===== src/rtl/line_raster.sv =====
// line_raster: Bresenham line rasteriser. Emits one frame address per pixel from (X0,Y0) to
// (X1,Y1) under sink back-pressure, skipping off-screen pixels, with abort and a done pulse.
module line_raster #(
   parameter int unsigned COORD_W     = 8,
   parameter int unsigned PIXELS_LINE = 240,
   parameter int unsigned LINES       = 160,
   parameter int unsigned ADR_W       = 16
) (
   input  logic               iClk,
   input  logic               iRst_n,
   input  logic               iGo,
   input  logic               iAbort,
   input  logic [COORD_W-1:0] iX0,
   input  logic [COORD_W-1:0] iY0,
   input  logic [COORD_W-1:0] iX1,
   input  logic [COORD_W-1:0] iY1,
   input  logic               iWrRdy,
   output logic [ADR_W-1:0]   oAdr,
   output logic               oWrEn,
   output logic               oBusy,
   output logic               oDone,
   output logic [COORD_W:0]   oCount
);

   localparam int unsigned E_W = COORD_W + 3;

   typedef enum logic [1:0] {IDLE = 2'd0, SETUP = 2'd1, DRAW = 2'd2} state_t;

   state_t                r_state, w_state_nxt;
   logic [COORD_W-1:0]    r_cx, r_cy, r_x1, r_y1;
   logic signed [E_W-1:0] r_dx, r_dy, r_err;
   logic                  r_sx_neg, r_sy_neg, r_done;
   logic [COORD_W:0]      r_count;

   logic                  w_start, w_draw, w_vis, w_last, w_step, w_acc, w_tx, w_ty;
   logic [COORD_W-1:0]    w_dx_abs, w_dy_abs;
   logic signed [E_W-1:0] w_e2, w_err_nxt;

   assign w_start = (r_state == IDLE) && iGo && !iAbort;
   assign w_draw  = (r_state == DRAW) && !iAbort;
   assign w_vis   = (32'(r_cx) < PIXELS_LINE) && (32'(r_cy) < LINES);
   assign w_last  = (r_cx == r_x1) && (r_cy == r_y1);
   // Off-screen cursors advance without waiting for the sink.
   assign w_step  = w_draw && (!w_vis || iWrRdy);
   assign w_acc   = w_draw && w_vis && iWrRdy;

   // During SETUP the cursor still holds the start point.
   assign w_dx_abs = (r_x1 >= r_cx) ? r_x1 - r_cx : r_cx - r_x1;
   assign w_dy_abs = (r_y1 >= r_cy) ? r_y1 - r_cy : r_cy - r_y1;

   assign w_e2 = r_err <<< 1;
   assign w_tx = w_e2 > -r_dy;
   assign w_ty = w_e2 < r_dx;

   always_comb begin
      w_err_nxt = r_err;
      if (w_tx) w_err_nxt = w_err_nxt - r_dy;
      if (w_ty) w_err_nxt = w_err_nxt + r_dx;
   end

   always_comb begin
      w_state_nxt = r_state;
      unique case (r_state)
         IDLE:    if (w_start) w_state_nxt = SETUP;
         SETUP:   w_state_nxt = iAbort ? IDLE : DRAW;
         DRAW:    if (iAbort || (w_step && w_last)) w_state_nxt = IDLE;
         default: w_state_nxt = IDLE;
      endcase
   end

   always_ff @(posedge iClk or negedge iRst_n) begin
      if (!iRst_n) r_state <= IDLE;
      else         r_state <= w_state_nxt;
   end

   always_ff @(posedge iClk or negedge iRst_n) begin
      if (!iRst_n) begin
         r_cx     <= '0;
         r_cy     <= '0;
         r_x1     <= '0;
         r_y1     <= '0;
         r_dx     <= '0;
         r_dy     <= '0;
         r_err    <= '0;
         r_sx_neg <= 1'b0;
         r_sy_neg <= 1'b0;
         r_done   <= 1'b0;
         r_count  <= '0;
      end else begin
         r_done <= w_step && w_last;
         if (w_start) begin
            r_cx    <= iX0;
            r_cy    <= iY0;
            r_x1    <= iX1;
            r_y1    <= iY1;
            r_count <= '0;
         end else if (r_state == SETUP) begin
            r_dx     <= $signed({3'b000, w_dx_abs});
            r_dy     <= $signed({3'b000, w_dy_abs});
            r_err    <= $signed({3'b000, w_dx_abs}) - $signed({3'b000, w_dy_abs});
            r_sx_neg <= r_x1 < r_cx;
            r_sy_neg <= r_y1 < r_cy;
         end else if (w_step) begin
            if (w_acc) r_count <= r_count + 1'b1;
            if (!w_last) begin
               r_err <= w_err_nxt;
               if (w_tx) r_cx <= r_sx_neg ? r_cx - 1'b1 : r_cx + 1'b1;
               if (w_ty) r_cy <= r_sy_neg ? r_cy - 1'b1 : r_cy + 1'b1;
            end
         end
      end
   end

   assign oAdr   = ADR_W'(32'(r_cy) * PIXELS_LINE + 32'(r_cx));
   assign oWrEn  = w_draw && w_vis;
   assign oBusy  = (r_state != IDLE);
   assign oDone  = r_done;
   assign oCount = r_count;

endmodule


===== config.mk =====
export PLATFORM = sky130hd
export DESIGN_NAME = line_raster
export DESIGN_NICKNAME = d
export VERILOG_FILES = /design/src/rtl/line_raster.sv
export SDC_FILE = /design/constraint.sdc
export NUM_CORES = 1
export LEC_CHECK = 0
export ABC_AREA = 1
export CAP_MARGIN = 10
export CORE_ASPECT_RATIO = 1.2
export CORE_UTILIZATION = 50
export CTS_BUF_LIST = sky130_fd_sc_hd__clkbuf_4
export DETAILED_ROUTE_END_ITERATION = 6
export PLACE_DENSITY = 0.73
export SLEW_MARGIN = 10
export SYNTH_ARGS = -nofsm -noshare
export SYNTH_HDL_FRONTEND = slang
export SYNTH_SLANG_ARGS = --single-unit
export TNS_END_PERCENT = 30

===== constraint.sdc =====
create_clock -name iClk -period 3.76 [get_ports iClk]
set_input_delay 0.564 -clock iClk [delete_from_list [all_inputs] [get_ports iClk]]
set_output_delay 0.564 -clock iClk [all_outputs]
set_load 0.05 [all_outputs]

==> flow_summary.rst <==
.. list-table::
   :header-rows: 1

   * - Metric
     - Value
   * - Maximum level of the CTS H-tree
     - 3
   * - Final number of hold-violating endpoints
     - 0
   * - # DRC
     - 0
   * - Final max-slew violation count
     - 0
   * - Total met3 wirelength after detailed routing
     - 690 µm
   * - Metal-1 WL
     - 8566 µm
   * - Part of the cycle the worst path needs
     - 120.1%
   * - Number of unique standard cell types used by synthesis
     - 56
   * - Hold Slack
     - 0.2487 ns
   * - Count of clock tree sinks
     - 72
   * - Longest Clk Path Bufs
     - 2
   * - Top routing layer in use
     - met4
   * - Ys async rst share
     - 100.0%
   * - Average detailed-routed wire length per instance
     - 14.14 µm
   * - CTS tree
     - yes
   * - Sum of routed wire length over all layers
     - 20170 µm
   * - Remaining global-route overflow
     - 0
   * - Routed met2 length
     - 10110 µm
   * - Ratio of routed vias to standard cells
     - 5.278
   * - DRT antenna net count
     - 0
   * - Highest fanout seen on the critical path
     - 4
   * - Pin count of the biggest net entering global routing
     - 73
   * - Type of destination of the critical path
     - output pin
   * - Number of filler instances in the final layout
     - 1397
   * - Placer's final routability congestion estimate
     - 0.9320
   * - Detailed-router iteration count before antenna repair
     - 5
   * - GRT Overall Usage
     - 26.66%
   * - Cell chain of the critical path
     - fa_1 > inv_1 > fa_1 > fa_1 > inv_2 > ha_4 > nand2_2 > nand2_2 > a31oi_4 > nor2_2 > nand2_1 > nor2_1 > nand2_2 > nor3_4 > xor2_4 > buf_12
   * - Antenna violations before repair
     - 1
   * - Wire length of the first global-routing pass
     - 33920 µm
   * - Most frequently used flop master after synthesis
     - sky130_fd_sc_hd__dfrtp_1
   * - Signal arrival time at the worst endpoint
     - 3.95 ns
   * - Clock latency on the worst-skew pair
     - 0.47 ns
   * - Fraction of layout instances using a drive strength above 1
     - 18.82%
   * - Detailed router's first-iteration violation count
     - 292
   * - Cell at the root of the clock tree
     - sky130_fd_sc_hd__clkbuf_4
   * - Kind of critical path
     - reg2out
   * - Share of the yosys chip area belonging to registers
     - 22.76%
   * - Die outline width
     - 116.9 µm
   * - Area growth syn-to-layout
     - 25.77%
   * - Port buffer count
     - 64
   * - Detailed placement HPWL
     - 16080 µm
   * - Run status
     - finished, violations left
   * - Site Rows
     - 50
   * - Die Ht
     - 139.8 µm
   * - Critical path startpoint category
     - flip-flop
   * - Mean instance size in the synthesized netlist
     - 7.502 µm²
   * - Initial core utilization
     - 51.02%
   * - Worst-case setup margin in the final layout
     - -0.7552 ns
   * - Crit path largest cell delay
     - 0.57 ns
   * - Setup repair after global routing missed its margin
     - true
   * - Class of the tightest hold or removal check
     - in2async
   * - TritonCTS Buffers
     - 9
   * - Setup total negative slack
     - -5.158 ns
   * - Synthesized instance count
     - 1055
   * - Utilization after layout
     - 64.16%
   * - Via total after detailed routing
     - 7527
   * - Setup Viol. Count Final
     - 13
   * - Number of flip-flops and latches in the synthesized netlist
     - 72
   * - Upper clock frequency limit
     - 0.2215 GHz
   * - Minimum period implied by the final worst setup slack
     - 4.515 ns
   * - Max-capacitance violation count
     - 0
   * - Pin slew with the least headroom to its limit
     - 1.003 ns
   * - Nets
     - 1376
   * - Number of warnings reported in the yosys synthesis log
     - 0
   * - Number of enable flip-flop cells after synthesis
     - 0
   * - Mapped Area
     - 0.007915 mm²
   * - Failing checks
     - negative setup slack
   * - Clock slew seen by the registers of the worst setup and hold paths
     - 0.14 ns
   * - Net Count, Synth
     - 1219
   * - Io pins
     - 65
   * - Slowest stage cell, crit path
     - sky130_fd_sc_hd__fa_1
   * - Area inside the core boundary
     - 0.01551 mm²
   * - Clock Skews
     - 0.01949 ns
   * - Via count of the first global-routing pass
     - 7525
   * - Die Outline Area
     - 0.01634 mm²
   * - Post-cts hold buffer count
     - 0
   * - Max_slew headroom
     - 33.14%
   * - Critical Path RT
     - 3.20 ns
-- timing repair --
action / 4_1_cts / 5_1_grt
setup buffers: 1 / 1
gates resized for setup: 5 / 30
endpoints found under the setup margin: 16 / 18
cloned: 0 / 0
pin swaps: 2 / 3
-- layout make-up --
class,count,area [µm²],share of cell area (%)
Inverter,159,605.6,6.083
Clock inverter,7,78.83,0.7919
Clock buffer,9,67.56,0.6787
Antenna cell,1,2.502,0.02514
Tap cell,208,260.3,2.614
Multi-Input combinational cell,801,5610,56.36
Sequential cell,72,1807,18.15
Timing Repair Buffer,169,1523,15.30
-- registers in the layout (all words and copies together), names as in the netlist --
register	cells
r_cy	8
r_dx	8
oDone	1
r_sy_neg	1
r_sx_neg	1
oCount	9
r_state	2
r_y1	8
r_x1	8
r_cx	8
r_dy	8
r_err	10
-- per-layer routing --
metal	vias to the layer above	global-route usage, %
li1	3783	-
met1	3526	31.85
met2	160	46.34
met3	58	4.007
met4	0	12.33
met5	-	0
-- placed cells by master (no fill, tap or decap), types with 4 or more instances in the layout --
cell type / instances
sky130_fd_sc_hd__o211ai_1: 10
sky130_fd_sc_hd__o21ai_0: 67
sky130_fd_sc_hd__buf_12: 9
sky130_fd_sc_hd__inv_2: 7
sky130_fd_sc_hd__nand2_1: 223
sky130_fd_sc_hd__dfrtp_2: 4
sky130_fd_sc_hd__clkdlybuf4s50_1: 53
sky130_fd_sc_hd__nand2_2: 12
sky130_fd_sc_hd__o21ai_1: 16
sky130_fd_sc_hd__nand3_1: 36
sky130_fd_sc_hd__a21oi_1: 82
sky130_fd_sc_hd__nor3_4: 4
sky130_fd_sc_hd__dfrtp_1: 68
sky130_fd_sc_hd__nor2_1: 56
sky130_fd_sc_hd__xor2_4: 4
sky130_fd_sc_hd__xor2_1: 41
sky130_fd_sc_hd__or2_2: 4
sky130_fd_sc_hd__nor2_2: 7
sky130_fd_sc_hd__xnor2_1: 13
sky130_fd_sc_hd__nor3_1: 7
sky130_fd_sc_hd__inv_1: 148
sky130_fd_sc_hd__ha_1: 100
sky130_fd_sc_hd__buf_4: 105
sky130_fd_sc_hd__o221ai_1: 7
sky130_fd_sc_hd__xor2_2: 4
sky130_fd_sc_hd__o21ai_2: 16
sky130_fd_sc_hd__a21o_1: 4
sky130_fd_sc_hd__a21oi_2: 7
sky130_fd_sc_hd__nand4_1: 13
sky130_fd_sc_hd__fa_1: 23
sky130_fd_sc_hd__clkbuf_4: 9
-- synth_stat cells (3+ instances only) --
library cell / number / area share, %
sky130_fd_sc_hd__inv_4: 3 / 0.24
sky130_fd_sc_hd__o21ai_2: 15 / 1.7
sky130_fd_sc_hd__o21ai_0: 69 / 4.4
sky130_fd_sc_hd__a31oi_1: 3 / 0.24
sky130_fd_sc_hd__xor2_1: 49 / 5.4
sky130_fd_sc_hd__nand3_1: 37 / 2.3
sky130_fd_sc_hd__clkbuf_1: 9 / 0.43
sky130_fd_sc_hd__a21o_1: 4 / 0.38
sky130_fd_sc_hd__nor2_2: 3 / 0.24
sky130_fd_sc_hd__a31oi_2: 3 / 0.47
sky130_fd_sc_hd__a21oi_2: 3 / 0.33
sky130_fd_sc_hd__or2_2: 4 / 0.32
sky130_fd_sc_hd__dfrtp_1: 72 / 23
sky130_fd_sc_hd__nand4_1: 13 / 1.0
sky130_fd_sc_hd__nor2_1: 60 / 2.8
sky130_fd_sc_hd__buf_4: 5 / 0.47
sky130_fd_sc_hd__buf_6: 3 / 0.43
sky130_fd_sc_hd__o211ai_1: 10 / 0.95
sky130_fd_sc_hd__inv_1: 150 / 7.1
sky130_fd_sc_hd__o221ai_1: 7 / 0.77
sky130_fd_sc_hd__o211ai_2: 3 / 0.47
sky130_fd_sc_hd__nor3_1: 10 / 0.63
sky130_fd_sc_hd__ha_1: 104 / 16
sky130_fd_sc_hd__o21bai_1: 3 / 0.28
sky130_fd_sc_hd__nand2_1: 229 / 11
sky130_fd_sc_hd__xnor2_1: 13 / 1.4
sky130_fd_sc_hd__o21ai_1: 15 / 0.95
sky130_fd_sc_hd__inv_2: 5 / 0.24
sky130_fd_sc_hd__fa_1: 23 / 5.8
sky130_fd_sc_hd__nand2_2: 6 / 0.47
sky130_fd_sc_hd__a211oi_1: 3 / 0.28
sky130_fd_sc_hd__a21oi_1: 86 / 5.4
sky130_fd_sc_hd__buf_2: 5 / 0.32
-- per-stage QoR --
stage | worst slack [ns] | instance area [µm²] | instances
after floorplan | -0.2471 | 8004 | 1055
after global placement | -0.1965 | 9627 | 1407
after detailed placement | -0.3405 | 9627 | 1407
after CTS | -0.7705 | 9808 | 1424
after global routing | -0.9279 | 9955 | 1426
final | -0.7552 | 9955 | 1426
-- cell families (layout without fill, tap and decap cells) --
| kind of cell | Yosys count | in the layout | synth area share, % |
|---|---|---|---|
| other cells | 0 | 1 | 0 |
| xor+xnor | 62 | 62 | 6.861 |
| fa+ha+maj | 127 | 127 | 22.26 |
| flops | 72 | 72 | 22.76 |
| simple gates | 382 | 382 | 21.10 |
| compound gates | 230 | 230 | 17.53 |
| buf+inv | 182 | 344 | 9.485 |
-- worst max-delay path, delay by kind of cell (launching register included) --
family                     cells  cell delay [ns]
DFF                            1             0.44
adders and majority gates      4             1.86
xor gates and xnor gates       1             0.19
AOI/OAI and AO/OA              1             0.04
buffers and inverters          3             0.25
and+or+nand+nor                7             0.71
-- worst paths after layout --
path,start,to,slack (ns),cells past startpoint
setup / recovery,r_cy[0],oAdr[14],-0.76,16
hold / removal,iRst_n,r_err[9],0.25,1
setup reg to reg,r_dy[1],r_err[8],-0.20,26
hold reg to reg,r_y1[7],r_y1[7],0.50,2
max in group asynchronous,iRst_n,r_cy[0],2.81,1
min in group iClk,r_y1[7],r_y1[7],0.50,2
Power is left out: the tool's default activity adds up to more than one toggle a clock period on the data nets, which glitch-free logic cannot reach.
